===== src/rtl/main_memory_arbiter.sv =====
// Round-robin arbiter sharing one main_memory_interface among NUM_PORTS caches.
// One request in flight at a time; the response is returned to the winner only.
module main_memory_arbiter #(
  parameter int OFFSET_BITS   = 2,
  parameter int DATA_WIDTH    = 8,
  parameter int ADDRESS_WIDTH = 12,
  parameter int MSG_BITS      = 4,
  parameter int NUM_PORTS     = 2,
  // Must match the message encoding used by the caches and the interface
  parameter logic [MSG_BITS-1:0] NO_REQ   = MSG_BITS'(0),
  parameter logic [MSG_BITS-1:0] MEM_RESP = MSG_BITS'(4),
  localparam int BUS_WIDTH = DATA_WIDTH << OFFSET_BITS,
  localparam int PORT_BITS = $clog2(NUM_PORTS)
) (
  input  logic                               clock,
  input  logic                               reset,
  input  logic [NUM_PORTS*MSG_BITS-1:0]      cache2arb_msg,
  input  logic [NUM_PORTS*ADDRESS_WIDTH-1:0] cache2arb_address,
  input  logic [NUM_PORTS*BUS_WIDTH-1:0]     cache2arb_data,
  output logic [NUM_PORTS*MSG_BITS-1:0]      arb2cache_msg,
  output logic [NUM_PORTS*ADDRESS_WIDTH-1:0] arb2cache_address,
  output logic [NUM_PORTS*BUS_WIDTH-1:0]     arb2cache_data,
  output logic [MSG_BITS-1:0]                arb2interface_msg,
  output logic [ADDRESS_WIDTH-1:0]           arb2interface_address,
  output logic [BUS_WIDTH-1:0]               arb2interface_data,
  input  logic [MSG_BITS-1:0]                interface2arb_msg,
  input  logic [ADDRESS_WIDTH-1:0]           interface2arb_address,
  input  logic [BUS_WIDTH-1:0]               interface2arb_data,
  output logic [PORT_BITS-1:0]               grant
);

  typedef enum logic [1:0] {IDLE, BUSY, RESPOND} state_t;

  state_t                                   state, state_n;
  logic [PORT_BITS-1:0]                     ptr, win, idx;
  logic                                     win_vld, rsp_ok, drop;
  logic [NUM_PORTS-1:0]                     req;
  logic [NUM_PORTS-1:0][MSG_BITS-1:0]       c_msg, o_msg;
  logic [NUM_PORTS-1:0][ADDRESS_WIDTH-1:0]  c_addr, o_addr;
  logic [NUM_PORTS-1:0][BUS_WIDTH-1:0]      c_data, o_data;
  logic [ADDRESS_WIDTH-1:0]                 rsp_addr;
  logic [BUS_WIDTH-1:0]                     rsp_data;

  assign c_msg  = cache2arb_msg;
  assign c_addr = cache2arb_address;
  assign c_data = cache2arb_data;

  for (genvar i = 0; i < NUM_PORTS; i++) begin : g_req
    assign req[i] = (c_msg[i] != NO_REQ);
  end

  // Scan from the highest offset down so the port closest to ptr wins last
  always_comb begin
    win     = '0;
    win_vld = 1'b0;
    idx     = '0;
    for (int k = NUM_PORTS-1; k >= 0; k--) begin
      idx = ptr + PORT_BITS'(k);
      if (req[idx]) begin
        win     = idx;
        win_vld = 1'b1;
      end
    end
  end

  assign rsp_ok = (interface2arb_msg == MEM_RESP) && (interface2arb_address == arb2interface_address);
  assign drop   = (c_msg[grant] == NO_REQ);

  always_comb begin
    state_n = state;
    case (state)
      IDLE:    if (win_vld) state_n = BUSY;
      BUSY:    if (rsp_ok)  state_n = RESPOND;
      RESPOND: if (drop)    state_n = IDLE;
      default:              state_n = IDLE;
    endcase
  end

  always_ff @(posedge clock or negedge reset) begin
    if (!reset) state <= IDLE;
    else        state <= state_n;
  end

  always_ff @(posedge clock or negedge reset) begin
    if (!reset) begin
      ptr                   <= '0;
      grant                 <= '0;
      arb2interface_msg     <= NO_REQ;
      arb2interface_address <= '0;
      arb2interface_data    <= '0;
      rsp_addr              <= '0;
      rsp_data              <= '0;
    end else begin
      case (state)
        IDLE: if (win_vld) begin
          grant                 <= win;
          arb2interface_msg     <= c_msg[win];
          arb2interface_address <= c_addr[win];
          arb2interface_data    <= c_data[win];
        end
        BUSY: if (rsp_ok) begin
          rsp_addr          <= interface2arb_address;
          rsp_data          <= interface2arb_data;
          arb2interface_msg <= NO_REQ;
        end
        RESPOND: if (drop) ptr <= grant + PORT_BITS'(1);
        default: ;
      endcase
    end
  end

  // Response fan-out depends only on registered state, so it is glitch-free
  always_comb begin
    for (int i = 0; i < NUM_PORTS; i++) begin
      o_msg[i]  = NO_REQ;
      o_addr[i] = '0;
      o_data[i] = '0;
      if (state == RESPOND && grant == PORT_BITS'(i)) begin
        o_msg[i]  = MEM_RESP;
        o_addr[i] = rsp_addr;
        o_data[i] = rsp_data;
      end
    end
  end

  assign arb2cache_msg     = o_msg;
  assign arb2cache_address = o_addr;
  assign arb2cache_data    = o_data;

endmodule


===== config.mk =====
export PLATFORM = sky130hd
export DESIGN_NAME = main_memory_arbiter
export DESIGN_NICKNAME = d
export VERILOG_FILES = /design/src/rtl/main_memory_arbiter.sv
export SDC_FILE = /design/constraint.sdc
export NUM_CORES = 1
export LEC_CHECK = 0
export CELL_PAD_IN_SITES_DETAIL_PLACEMENT = 0
export CELL_PAD_IN_SITES_GLOBAL_PLACEMENT = 1
export CORE_MARGIN = 5
export CORE_UTILIZATION = 30
export CTS_BUF_LIST = sky130_fd_sc_hd__clkbuf_8
export DETAILED_ROUTE_END_ITERATION = 10
export PLACE_DENSITY = 0.92
export SYNTH_ARGS = -nofsm -noshare
export SYNTH_HDL_FRONTEND = slang
export SYNTH_SLANG_ARGS = --single-unit
export TNS_END_PERCENT = 100

===== constraint.sdc =====
create_clock -name clock -period 3 [get_ports clock]
set_clock_uncertainty 0.1 [all_clocks]
set_input_delay 0.3 -clock clock [delete_from_list [all_inputs] [get_ports clock]]
set_output_delay 0.3 -clock clock [all_outputs]
set_load 0.01 [all_outputs]

==> results of run 1 <==
## cell type report
class / count / area share
sequential: 96 / 0.294
multi-input combinational: 328 / 0.283
clock inverter: 7 / 0.00781
clock buffer: 9 / 0.0152
timing repair buffer: 296 / 0.366
tap: 220 / 0.0337
## through the flow
step / instance area, um^2 / utilization / total power [mW]
final: 8180 / 0.500 / 2.68
after global routing: 8180 / 0.500 / 2.81
after CTS: 8180 / 0.500 / 2.73
after detailed placement: 7980 / 0.488 / 1.87
after global placement: 7980 / 0.488 / 1.87
after floorplan: 4960 / - / 1.53
## per-layer routing
layer	routed length, um	vias to the layer above	GRT usage
li1	-	2120	-
met1	6540	2071	0.202
met2	7980	180	0.276
met3	1290	18	0.0542
met4	257	0	0.0520
met5	0	-	0
## cells in the final DEF (no fill, tap or decap), drive strengths merged
master / count
a211o: 1
a211oi: 1
a21o: 1
a21oi: 49
and2: 45
and3: 44
buf: 12
bufinv: 1
clkbuf: 9
clkdlybuf4s50: 283
clkinv: 3
clkinvlp: 2
conb: 6
dfrtp: 96
dlygate4sd3: 1
inv: 1
mux2: 44
mux2i: 44
nand2: 8
nand2b: 2
nand3: 1
nand3b: 1
nand4: 2
nor2: 45
nor2b: 1
nor4: 4
nor4b: 1
o21ai: 10
o22ai: 4
or2: 1
or4: 1
xnor2: 12
## flip-flops by register name (all words and copies together), names as in the netlist
name	flops
arb2interface_address	12
arb2interface_data	32
arb2interface_msg	4
grant	1
ptr	1
rsp_addr	12
rsp_data	32
state	2
## power by group through the flow
stage | Clock (mW) | Sequential, mW | Combinational [mW]
floorplan | 0 | 1.41 | 0.119
global placement | 0 | 1.40 | 0.472
detailed placement | 0 | 1.40 | 0.476
CTS | 0.882 | 1.37 | 0.480
global route | 0.924 | 1.38 | 0.512
finish | 0.840 | 1.37 | 0.471
## what timing repair did
action | CTS | global route
hold buffers | 1 | 0
setup buffers | 0 | 0
hold endpoints to repair | 53 | 0
## critical path, delay by kind of cell (launching register included)
kind / cells / cell delay, ps
DFF: 1 / 450
and+or+nand+nor: 3 / 570
buffers and inverters: 2 / 910
## path summary, 6_finish.rpt
kind / start / end / slack, ps / cells past startpoint
worst max-delay path: state[0]$_DFFE_PN0P_ / arb2cache_data[10] / 270 / 5
worst min-delay path: reset / arb2interface_data[29]$_DFFE_PN0P_ / 410 / 2
worst max register to register: arb2interface_address[6]$_DFFE_PN0P_ / rsp_data[29]$_DFFE_PN0P_ / 860 / 5
worst min register to register: rsp_addr[3]$_DFFE_PN0P_ / rsp_addr[3]$_DFFE_PN0P_ / 420 / 1
max in group asynchronous: reset / rsp_addr[10]$_DFFE_PN0P_ / 1690 / 3
min in group clock: rsp_addr[3]$_DFFE_PN0P_ / rsp_addr[3]$_DFFE_PN0P_ / 420 / 1
## kinds of logic (layout without fill, tap and decap cells)
logic type	after synthesis	in the layout	share of synthesized area
buffers and inverters	40	312	0.0550
flip-flops	96	96	0.486
XOR/XNOR	12	12	0.0213
AND/OR/NAND/NOR	156	156	0.178
multiplexers	88	88	0.189
AO/OA/AOI/OAI	66	66	0.0696
other	1	6	0.000759
==> results.sh, run 1 <==
export IMPL_synth_top_cell_area_share=0.486
export IMPL_numCtsBuffers=9
export IMPL_grt_pass1_vias=4508
export IMPL_hold_violations=0
export IMPL_fp_dieArea_um2=19100
export IMPL_yosysMostFrequentCell="dfrtp_1"
export IMPL_place_inst=939
export IMPL_ios=291
export IMPL_drc=0
export IMPL_syn_area_um2=4940
export IMPL_slew_headroom=0.520
export IMPL_path_max_fanout=42
export IMPL_die_w_um=138
export IMPL_p_per_area_nw_per_um2=328
export IMPL_clkPwrFrac=0.313
export IMPL_cts_buffer_depth=2
export IMPL_grt_first_pass_wirelength_um=25100
export IMPL_p_sw_mw=0.665
export IMPL_yosys_cell_types_count=31
export IMPL_ys_warnings_count=0
export IMPL_cp_end_kind="output port"
export IMPL_ys_top_cells_by_count="96 x dfrtp_1, 49 x a21oi_1, 45 x and2_1, 45 x nor2_1"
export IMPL_vias=4389
export IMPL_gp_congestion=0.733
export IMPL_combPwrFrac=0.176
export IMPL_dp_hpwl_um=12600
export IMPL_vias_per_cell=4.59
export IMPL_core_area_um2=16300
export IMPL_chipHeight_um=138
export IMPL_drt_initial_drc_count=182
export IMPL_slowest_stage="clkdlybuf4s50_1"
export IMPL_sw_frac_of_total=0.248
export IMPL_post_drt_wl_per_cell_um=16.8
export IMPL_path_class="flop to output port"
export IMPL_place_port_buffers=284
export IMPL_rsz0062_at_grt="no"
export IMPL_ant_nets=0
export IMPL_cts_sinks=96
export IMPL_synth_edf_count=0
export IMPL_finalCriticalPeriod_ps=2730
export IMPL_worstPathCellList="nand2b_1, nor2_2, buf_4, and2_1, clkdlybuf4s50_1"
export IMPL_antenna_found_initial=0
export IMPL_synth_area_per_cell_um2=10.8
export IMPL_synth_top_area_cell="dfrtp_1"
export IMPL_syn_inst=459
export IMPL_place_worst_setup_slack_ps=363
export IMPL_n_fill_cell=1571
export IMPL_grt_ovfl_total=0
export IMPL_final_layout_size_suffix_gt1_frac=0.102
export IMPL_p_leak_nw=3.81
export IMPL_clock_latency_ps=370
export IMPL_hold_ws_ps=414
export IMPL_finalNonFillerCells=956
export IMPL_multiInputGateArea_um2=2310
export IMPL_yosysSeqAreaShare=0.486
export IMPL_outcome="complete, no violations"
export IMPL_drv_cap=0
export IMPL_htree_levels=3
export IMPL_ctsResizeCount=0
export IMPL_ys_top_cells_by_area="dfrtp_1 49%, mux2i_1 8.9%, mux2_2 8.9%"
export IMPL_arrival_ps=2330
export IMPL_ir_worst_vdd_mv=0.174
export IMPL_final_seq_area_um2=2400
export IMPL_finalSetupViolCount=0
export IMPL_ys_seq_elements=96
export IMPL_synth_flop_cell="dfrtp_1"
export IMPL_finalMaxSlewViolations=0
export IMPL_clk_pin_slew_worst_paths_ps=90
export IMPL_firstDrtPassIters=4
export IMPL_fin_tns_setup_ps=0
export IMPL_start_util=0.302
export IMPL_intPower_mw=2.02
export IMPL_worst_slack_ps=273
export IMPL_finish_net_count=877
export IMPL_grt_use_total=0.165
export IMPL_worstPathRequired_ps=2600
export IMPL_grt_max_degree=93
export IMPL_synthArstFlopShare=1.00
export IMPL_n_antenna_cell=0
export IMPL_fmaxAchievable_ghz=0.367
export IMPL_drt_total_wl_um=16100
export IMPL_rows=47
export IMPL_critPathLaunchType="flop"
export IMPL_cts_root_buffer="clkbuf_8"
export IMPL_max_stage_delay_ps=550
export IMPL_worstHoldPathType="input pin to asynchronous set/reset pin"
export IMPL_cts_tree="done"
export IMPL_p_seq_frac=0.511
export IMPL_fin_crit_sh=0.909
export IMPL_area_growth_pct=65.5
export IMPL_worst_pin_slew_ps=720
Note: power is estimated with default switching activity, not from simulation.
==> inputs of run 2 (changes only) <==
==> constraint.sdc (replaced) <==
create_clock -name clock -period 3.2 [get_ports clock]
set_clock_uncertainty 0.1 [all_clocks]
set_input_delay 0.32 -clock clock [delete_from_list [all_inputs] [get_ports clock]]
set_output_delay 0.32 -clock clock [all_outputs]
set_load 0.01 [all_outputs]
==> results.sh, run 2 (synthesized netlist as in run 1, its figures left out) <==
export IMPL_clk_pin_slew_worst_paths_ps=90
export IMPL_final_common_cell="clkdlybuf4s50_1"
export IMPL_post_route_util=0.497
export IMPL_final_cell_mix="283 x clkdlybuf4s50_1, 96 x dfrtp_1, 49 x a21oi_1, 45 x and2_1"
export IMPL_drt_initial_drc_count=199
export IMPL_die_w_um=138
export IMPL_chipHeight_um=138
export IMPL_grt_ovfl_total=0
export IMPL_cp_end_kind="output port"
export IMPL_ios=291
export IMPL_worst_pin_slew_ps=892
export IMPL_clkPwrFrac=0.313
export IMPL_critPathLaunchType="flop"
export IMPL_cts_root_buffer="clkbuf_8"
export IMPL_max_stage_delay_ps=560
export IMPL_numCtsBuffers=9
export IMPL_drt_total_wl_um=16100
export IMPL_place_port_buffers=284
export IMPL_grt_first_pass_wirelength_um=25100
export IMPL_fin_tns_setup_ps=0
export IMPL_start_util=0.302
export IMPL_dp_hpwl_um=12400
export IMPL_path_class="flop to output port"
export IMPL_p_seq_frac=0.512
export IMPL_cts_buffer_depth=2
export IMPL_combPwrFrac=0.175
export IMPL_finalSetupViolCount=0
export IMPL_htree_levels=3
export IMPL_multiInputGateArea_um2=2310
export IMPL_hold_ws_ps=404
export IMPL_ant_nets=0
export IMPL_finish_net_count=876
export IMPL_slew_headroom=0.405
export IMPL_final_layout_size_suffix_gt1_frac=0.102
export IMPL_grt_pass1_vias=4478
export IMPL_cts_sinks=96
export IMPL_vias_per_cell=4.57
export IMPL_final_area_um2=8120
export IMPL_worstHoldPathType="flop to flop"
export IMPL_dpl_cell_area_um2=7920
export IMPL_area_growth_pct=64.4
export IMPL_ir_worst_vdd_mv=0.171
export IMPL_n_antenna_cell=0
export IMPL_rows=47
export IMPL_finalCriticalPeriod_ps=2750
export IMPL_core_area_um2=16300
export IMPL_rsz0062_at_grt="no"
export IMPL_hold_violations=0
export IMPL_postCtsSetupBuffers=0
export IMPL_gp_congestion=0.765
export IMPL_firstDrtPassIters=4
export IMPL_grt_max_degree=93
export IMPL_p_leak_nw=3.79
export IMPL_n_fill_cell=1554
export IMPL_cts_tree="done"
export IMPL_ctsResizeCount=0
export IMPL_clock_latency_ps=370
export IMPL_path_max_fanout=42
export IMPL_worstPathRequired_ps=2780
export IMPL_post_drt_wl_per_cell_um=16.9
export IMPL_cts_hold_fix_buffers=1
export IMPL_fin_crit_sh=0.858
export IMPL_antenna_found_initial=0
export IMPL_sw_frac_of_total=0.251
export IMPL_top_regs="arb2interface_data x32, rsp_data x32"
export IMPL_fmaxAchievable_ghz=0.364
export IMPL_final_seq_area_um2=2400
export IMPL_grt_use_total=0.164
export IMPL_drv_cap=0
export IMPL_vias=4360
export IMPL_arrival_ps=2330
export IMPL_intPower_mw=1.88
export IMPL_p_sw_mw=0.629
export IMPL_drc=0
export IMPL_finalMaxSlewViolations=0
export IMPL_slowest_stage="clkdlybuf4s50_1"
export IMPL_p_per_area_nw_per_um2=309
export IMPL_fp_dieArea_um2=19100
export IMPL_worstPathCellList="nand2b_1, nor2_2, buf_4, and2_1, clkdlybuf4s50_1"
export IMPL_outcome="complete, no violations"
run 2: worst paths after layout:
path / startpoint / slack, ps / endpoint / depth (start not counted)
setup reg to reg: arb2interface_address[1]$_DFFE_PN0P_ / 1020 / rsp_data[18]$_DFFE_PN0P_ / 5
setup / recovery: state[0]$_DFFE_PN0P_ / 450 / arb2cache_data[10] / 5
min in group asynchronous: reset / 460 / arb2interface_data[25]$_DFFE_PN0P_ / 2
hold / removal: rsp_addr[3]$_DFFE_PN0P_ / 400 / rsp_addr[3]$_DFFE_PN0P_ / 1
hold reg to reg: rsp_addr[3]$_DFFE_PN0P_ / 400 / rsp_addr[3]$_DFFE_PN0P_ / 1
max in group asynchronous: reset / 1630 / rsp_addr[7]$_DFFE_PN0P_ / 3
run 2: power groups by stage:
| stage | sequential [mW] | clock, mW | combinational (mW) |
|---|---|---|---|
| 2_1_floorplan | 1.32 | 0 | 0.111 |
| 3_3_place_gp | 1.31 | 0 | 0.440 |
| 4_1_cts | 1.29 | 0.822 | 0.447 |
| 6_report | 1.28 | 0.786 | 0.439 |
| 3_5_place_dp | 1.31 | 0 | 0.444 |
| 5_1_grt | 1.29 | 0.863 | 0.478 |
run 2: layout make-up:
cell class	instances	area share
timing repair buffer	295	0.362
sequential	96	0.296
multi-input combinational	328	0.285
tap	220	0.0339
clock buffer	12	0.0203
clock inverter	4	0.00339
run 2: metrics by stage:
| step | std cells | power, mW | setup slack (ps) |
|---|---|---|---|
| 3_5_place_dp | 938 | 1.75 | 585 |
| 5_1_grt | 955 | 2.63 | 322 |
| 2_1_floorplan | 464 | 1.43 | 1260 |
| 3_3_place_gp | 938 | 1.75 | 616 |
| 6_report | 955 | 2.51 | 455 |
| 4_1_cts | 955 | 2.56 | 403 |
run 2: worst max-delay path: cells and delay by family (launching register included):
kind / cells / cell delay (ps)
simple gates: 3 / 570
flops: 1 / 460
buf+inv: 2 / 910
run 2: routing by layer:
| layer | routed length [um] | part of all wire | vias to the layer above | global-route usage |
|---|---|---|---|---|
| li1 | - | - | 2118 | - |
| met1 | 6620 | 0.41 | 2018 | 0.196 |
| met2 | 7720 | 0.48 | 196 | 0.275 |
| met3 | 1340 | 0.083 | 28 | 0.0535 |
| met4 | 414 | 0.026 | 0 | 0.0640 |
| met5 | 0 | 0 | - | 0 |
==> inputs of run 3 (changes only) <==
--- a/config.mk
+++ b/config.mk
@@ -5,13 +5,15 @@
 export SDC_FILE = /design/constraint.sdc
 export NUM_CORES = 1
 export LEC_CHECK = 0
+export ABC_AREA = 1
 export CELL_PAD_IN_SITES_DETAIL_PLACEMENT = 0
 export CELL_PAD_IN_SITES_GLOBAL_PLACEMENT = 1
 export CORE_MARGIN = 5
-export CORE_UTILIZATION = 30
+export CORE_UTILIZATION = 28
 export CTS_BUF_LIST = sky130_fd_sc_hd__clkbuf_8
 export DETAILED_ROUTE_END_ITERATION = 10
-export PLACE_DENSITY = 0.92
+export PLACE_DENSITY = 0.93
+export REMOVE_ABC_BUFFERS = 1
 export SYNTH_ARGS = -nofsm -noshare
 export SYNTH_HDL_FRONTEND = slang
 export SYNTH_SLANG_ARGS = --single-unit
==> results.sh, run 3 <==
export IMPL_outcome="complete, no violations"
export IMPL_rsz0062_at_grt="no"
export IMPL_synth_mux_area_frac=0
export IMPL_path_class="flop to output port"
export IMPL_critPathTopFamily="buffers and inverters"
export IMPL_yosysMostFrequentCell="nor2_1"
export IMPL_drc=0
export IMPL_place_inst=1223
export IMPL_hold_ws_ps=390
export IMPL_postCtsSetupBuffers=0
export IMPL_synthArstFlopShare=1.00
export IMPL_die_w_um=144
export IMPL_cts_root_buffer="clkbuf_8"
export IMPL_r2r_slack_ps=1190
export IMPL_synth_top_family_by_area="simple AND/OR/NAND/NOR gates"
export IMPL_synth_compound_area_frac=0.0991
export IMPL_p_sw_mw=1.57
export IMPL_area_growth_pct=63.8
export IMPL_synth_area_per_cell_um2=6.84
export IMPL_p_leak_nw=4.30
export IMPL_grt_max_degree=55
export IMPL_cts_buffer_depth=2
export IMPL_finalSetupViolCount=0
export IMPL_min_from="arb2interface_data[12]$_DFFE_PN0P_"
export IMPL_yosysSeqAreaShare=0.476
export IMPL_fin_crit_sh=0.846
export IMPL_drt_total_wl_um=16900
export IMPL_synth_simple_area_share=0.289
export IMPL_worstPathRequired_ps=2780
export IMPL_clock_latency_ps=370
export IMPL_ys_top_cells_by_count="245 x nor2_1, 128 x nand2_1, 113 x inv_1"
export IMPL_p_per_area_nw_per_um2=528
export IMPL_cts_hold_fix_buffers=1
export IMPL_place_worst_setup_slack_ps=702
export IMPL_synth_edf_count=0
export IMPL_worstHoldPathType="flop to flop"
export IMPL_r2r_end="arb2interface_msg[3]$_DFFE_PN0P_"
export IMPL_drv_cap=0
export IMPL_total_power_mw=4.37
export IMPL_whs_path_depth=2
export IMPL_dpl_cell_area_um2=8080
export IMPL_synthXorXnorAreaFrac=0.00347
export IMPL_ys_seq_elements=96
export IMPL_drt_initial_drc_count=225
export IMPL_grt_pass1_vias=4968
export IMPL_ios=291
export IMPL_cpMostUsedCell="nor2_1"
export IMPL_vias=5221
export IMPL_n_antenna_cell=0
export IMPL_dp_hpwl_um=13000
export IMPL_synth_top_cell_area_share=0.476
export IMPL_critPathLaunchType="flop"
export IMPL_numCtsBuffers=9
export IMPL_ant_nets=0
export IMPL_worst_slack_ps=492
export IMPL_path_max_fanout=45
export IMPL_sw_frac_of_total=0.359
export IMPL_post_drt_wl_per_cell_um=13.6
export IMPL_max_stage_delay_ps=580
export IMPL_place_port_buffers=284
export IMPL_combPwrFrac=0.432
export IMPL_chipHeight_um=144
export IMPL_finalMaxSlewViolations=0
export IMPL_start_util=0.283
export IMPL_core_area_um2=17800
export IMPL_worstPathCellList="inv_1, nor2_1, inv_1, nor2_1, inv_2, nor2_1, clkdlybuf4s50_1"
export IMPL_vias_per_cell=4.21
export IMPL_finish_net_count=1152
export IMPL_gp_congestion=0.789
export IMPL_htree_levels=3
export IMPL_p_seq_frac=0.394
export IMPL_antenna_found_initial=0
export IMPL_ys_warnings_count=0
export IMPL_syn_inst=738
export IMPL_hold_path_end="arb2interface_data[12]$_DFFE_PN0P_"
export IMPL_synth_fa_ha_area_frac=0
export IMPL_top_regs="arb2interface_data x32, rsp_data x32"
export IMPL_ctsResizeCount=0
export IMPL_final_cell_mix="283 x clkdlybuf4s50_1, 245 x nor2_1, 128 x nand2_1, 114 x inv_1, 96 x dfrtp_1"
export IMPL_path_buf_inv=4
export IMPL_intPower_mw=2.80
export IMPL_ir_worst_vdd_mv=0.319
export IMPL_ys_top_cells_by_area="dfrtp_1 48%, nor2_1 18%, nand2_1 9.5%"
export IMPL_syn_area_um2=5050
export IMPL_fin_tns_setup_ps=0
export IMPL_cts_tree="done"
export IMPL_fmaxAchievable_ghz=0.369
export IMPL_clkPwrFrac=0.174
export IMPL_worst_pin_slew_ps=767
export IMPL_arrival_ps=2290
export IMPL_final_common_cell="clkdlybuf4s50_1"
export IMPL_fp_dieArea_um2=20800
export IMPL_clk_pin_slew_worst_paths_ps=100
export IMPL_hold_violations=0
export IMPL_yosys_cell_types_count=20
export IMPL_cts_sinks=96
export IMPL_cp_end_kind="output port"
export IMPL_r2r_start="arb2interface_address[6]$_DFFE_PN0P_"
export IMPL_slew_headroom=0.489
export IMPL_firstDrtPassIters=4
export IMPL_final_layout_size_suffix_gt1_frac=0.0317
export IMPL_grt_first_pass_wirelength_um=25700
export IMPL_slowest_stage="clkdlybuf4s50_1"
export IMPL_post_route_util=0.463
export IMPL_synth_top_area_cell="dfrtp_1"
export IMPL_reg2reg_depth=8
export IMPL_finalNonFillerCells=1240
export IMPL_grt_ovfl_total=0
export IMPL_rows=49
export IMPL_grt_use_total=0.158
export IMPL_final_area_um2=8270
export IMPL_finalCriticalPeriod_ps=2710
export IMPL_synth_flop_cell="dfrtp_1"
-- run 3: cell types whose count changed in the layout (fill, tap and decap cells not counted), sizes merged, moves of 45 or more --
cell / change
inv: +118
nor2: +201
a21oi: -49
o21ai: +78
and2: -45
nand2: +120
-- run 3: worst max path at each step --
stage / start / endpoint / slack [ps] / cells past startpoint
after detailed placement: interface2arb_address[1] / arb2interface_msg[3]$_DFFE_PN0P_ / 700 / 12
final: state[1]$_DFFE_PN0P_ / arb2cache_address[9] / 490 / 7
after CTS: state[0]$_DFFE_PN0P_ / arb2cache_address[16] / 400 / 7
after global routing: state[1]$_DFFE_PN0P_ / arb2cache_address[16] / 270 / 8
after floorplan: cache2arb_msg[3] / arb2interface_data[13]$_DFFE_PN0P_ / 730 / 7
after global placement: interface2arb_address[11] / arb2interface_msg[2]$_DFFE_PN0P_ / 730 / 12
-- run 3: final cells by class --
type	count	area, um^2
fill	1842	9570
timing repair buffer	295	2950
sequential	96	2400
multi-input combinational	488	2010
inverter	116	435
tap	229	287
clock buffer	10	138
clock inverter	6	43.8
-- run 3: power by group through the flow --
stage                     combinational, mW  sequential [mW]  clock (mW)
after floorplan                       0.667             1.86           0
after detailed placement               1.92             1.75           0
after CTS                              1.93             1.73       0.804
after global placement                 1.91             1.74           0
after global routing                   2.11             1.77       0.847
final                                  1.89             1.72       0.758
-- run 3: cell families (layout without fill, tap and decap cells) --
family / after synthesis / after routing
XOR/XNOR: 2 / 2
other: 1 / 6
AO/OA/AOI/OAI: 97 / 97
buffers and inverters: 159 / 427
AND/OR/NAND/NOR: 383 / 383
flip-flops: 96 / 96
-- run 3: per-layer routing --
metal  global-route usage  routed length, um
met5                    0                  0
met4               0.0466                260
met3               0.0638               2130
met2                0.273               7860
met1                0.180               6660
-- run 3: worst register-to-register path, delay by kind of cell (launching register included) --
kind / cells / cell delay [ps]
XOR/XNOR: 1 / 160
buffers and inverters: 1 / 300
flip-flops: 1 / 420
AND/OR/NAND/NOR: 6 / 970
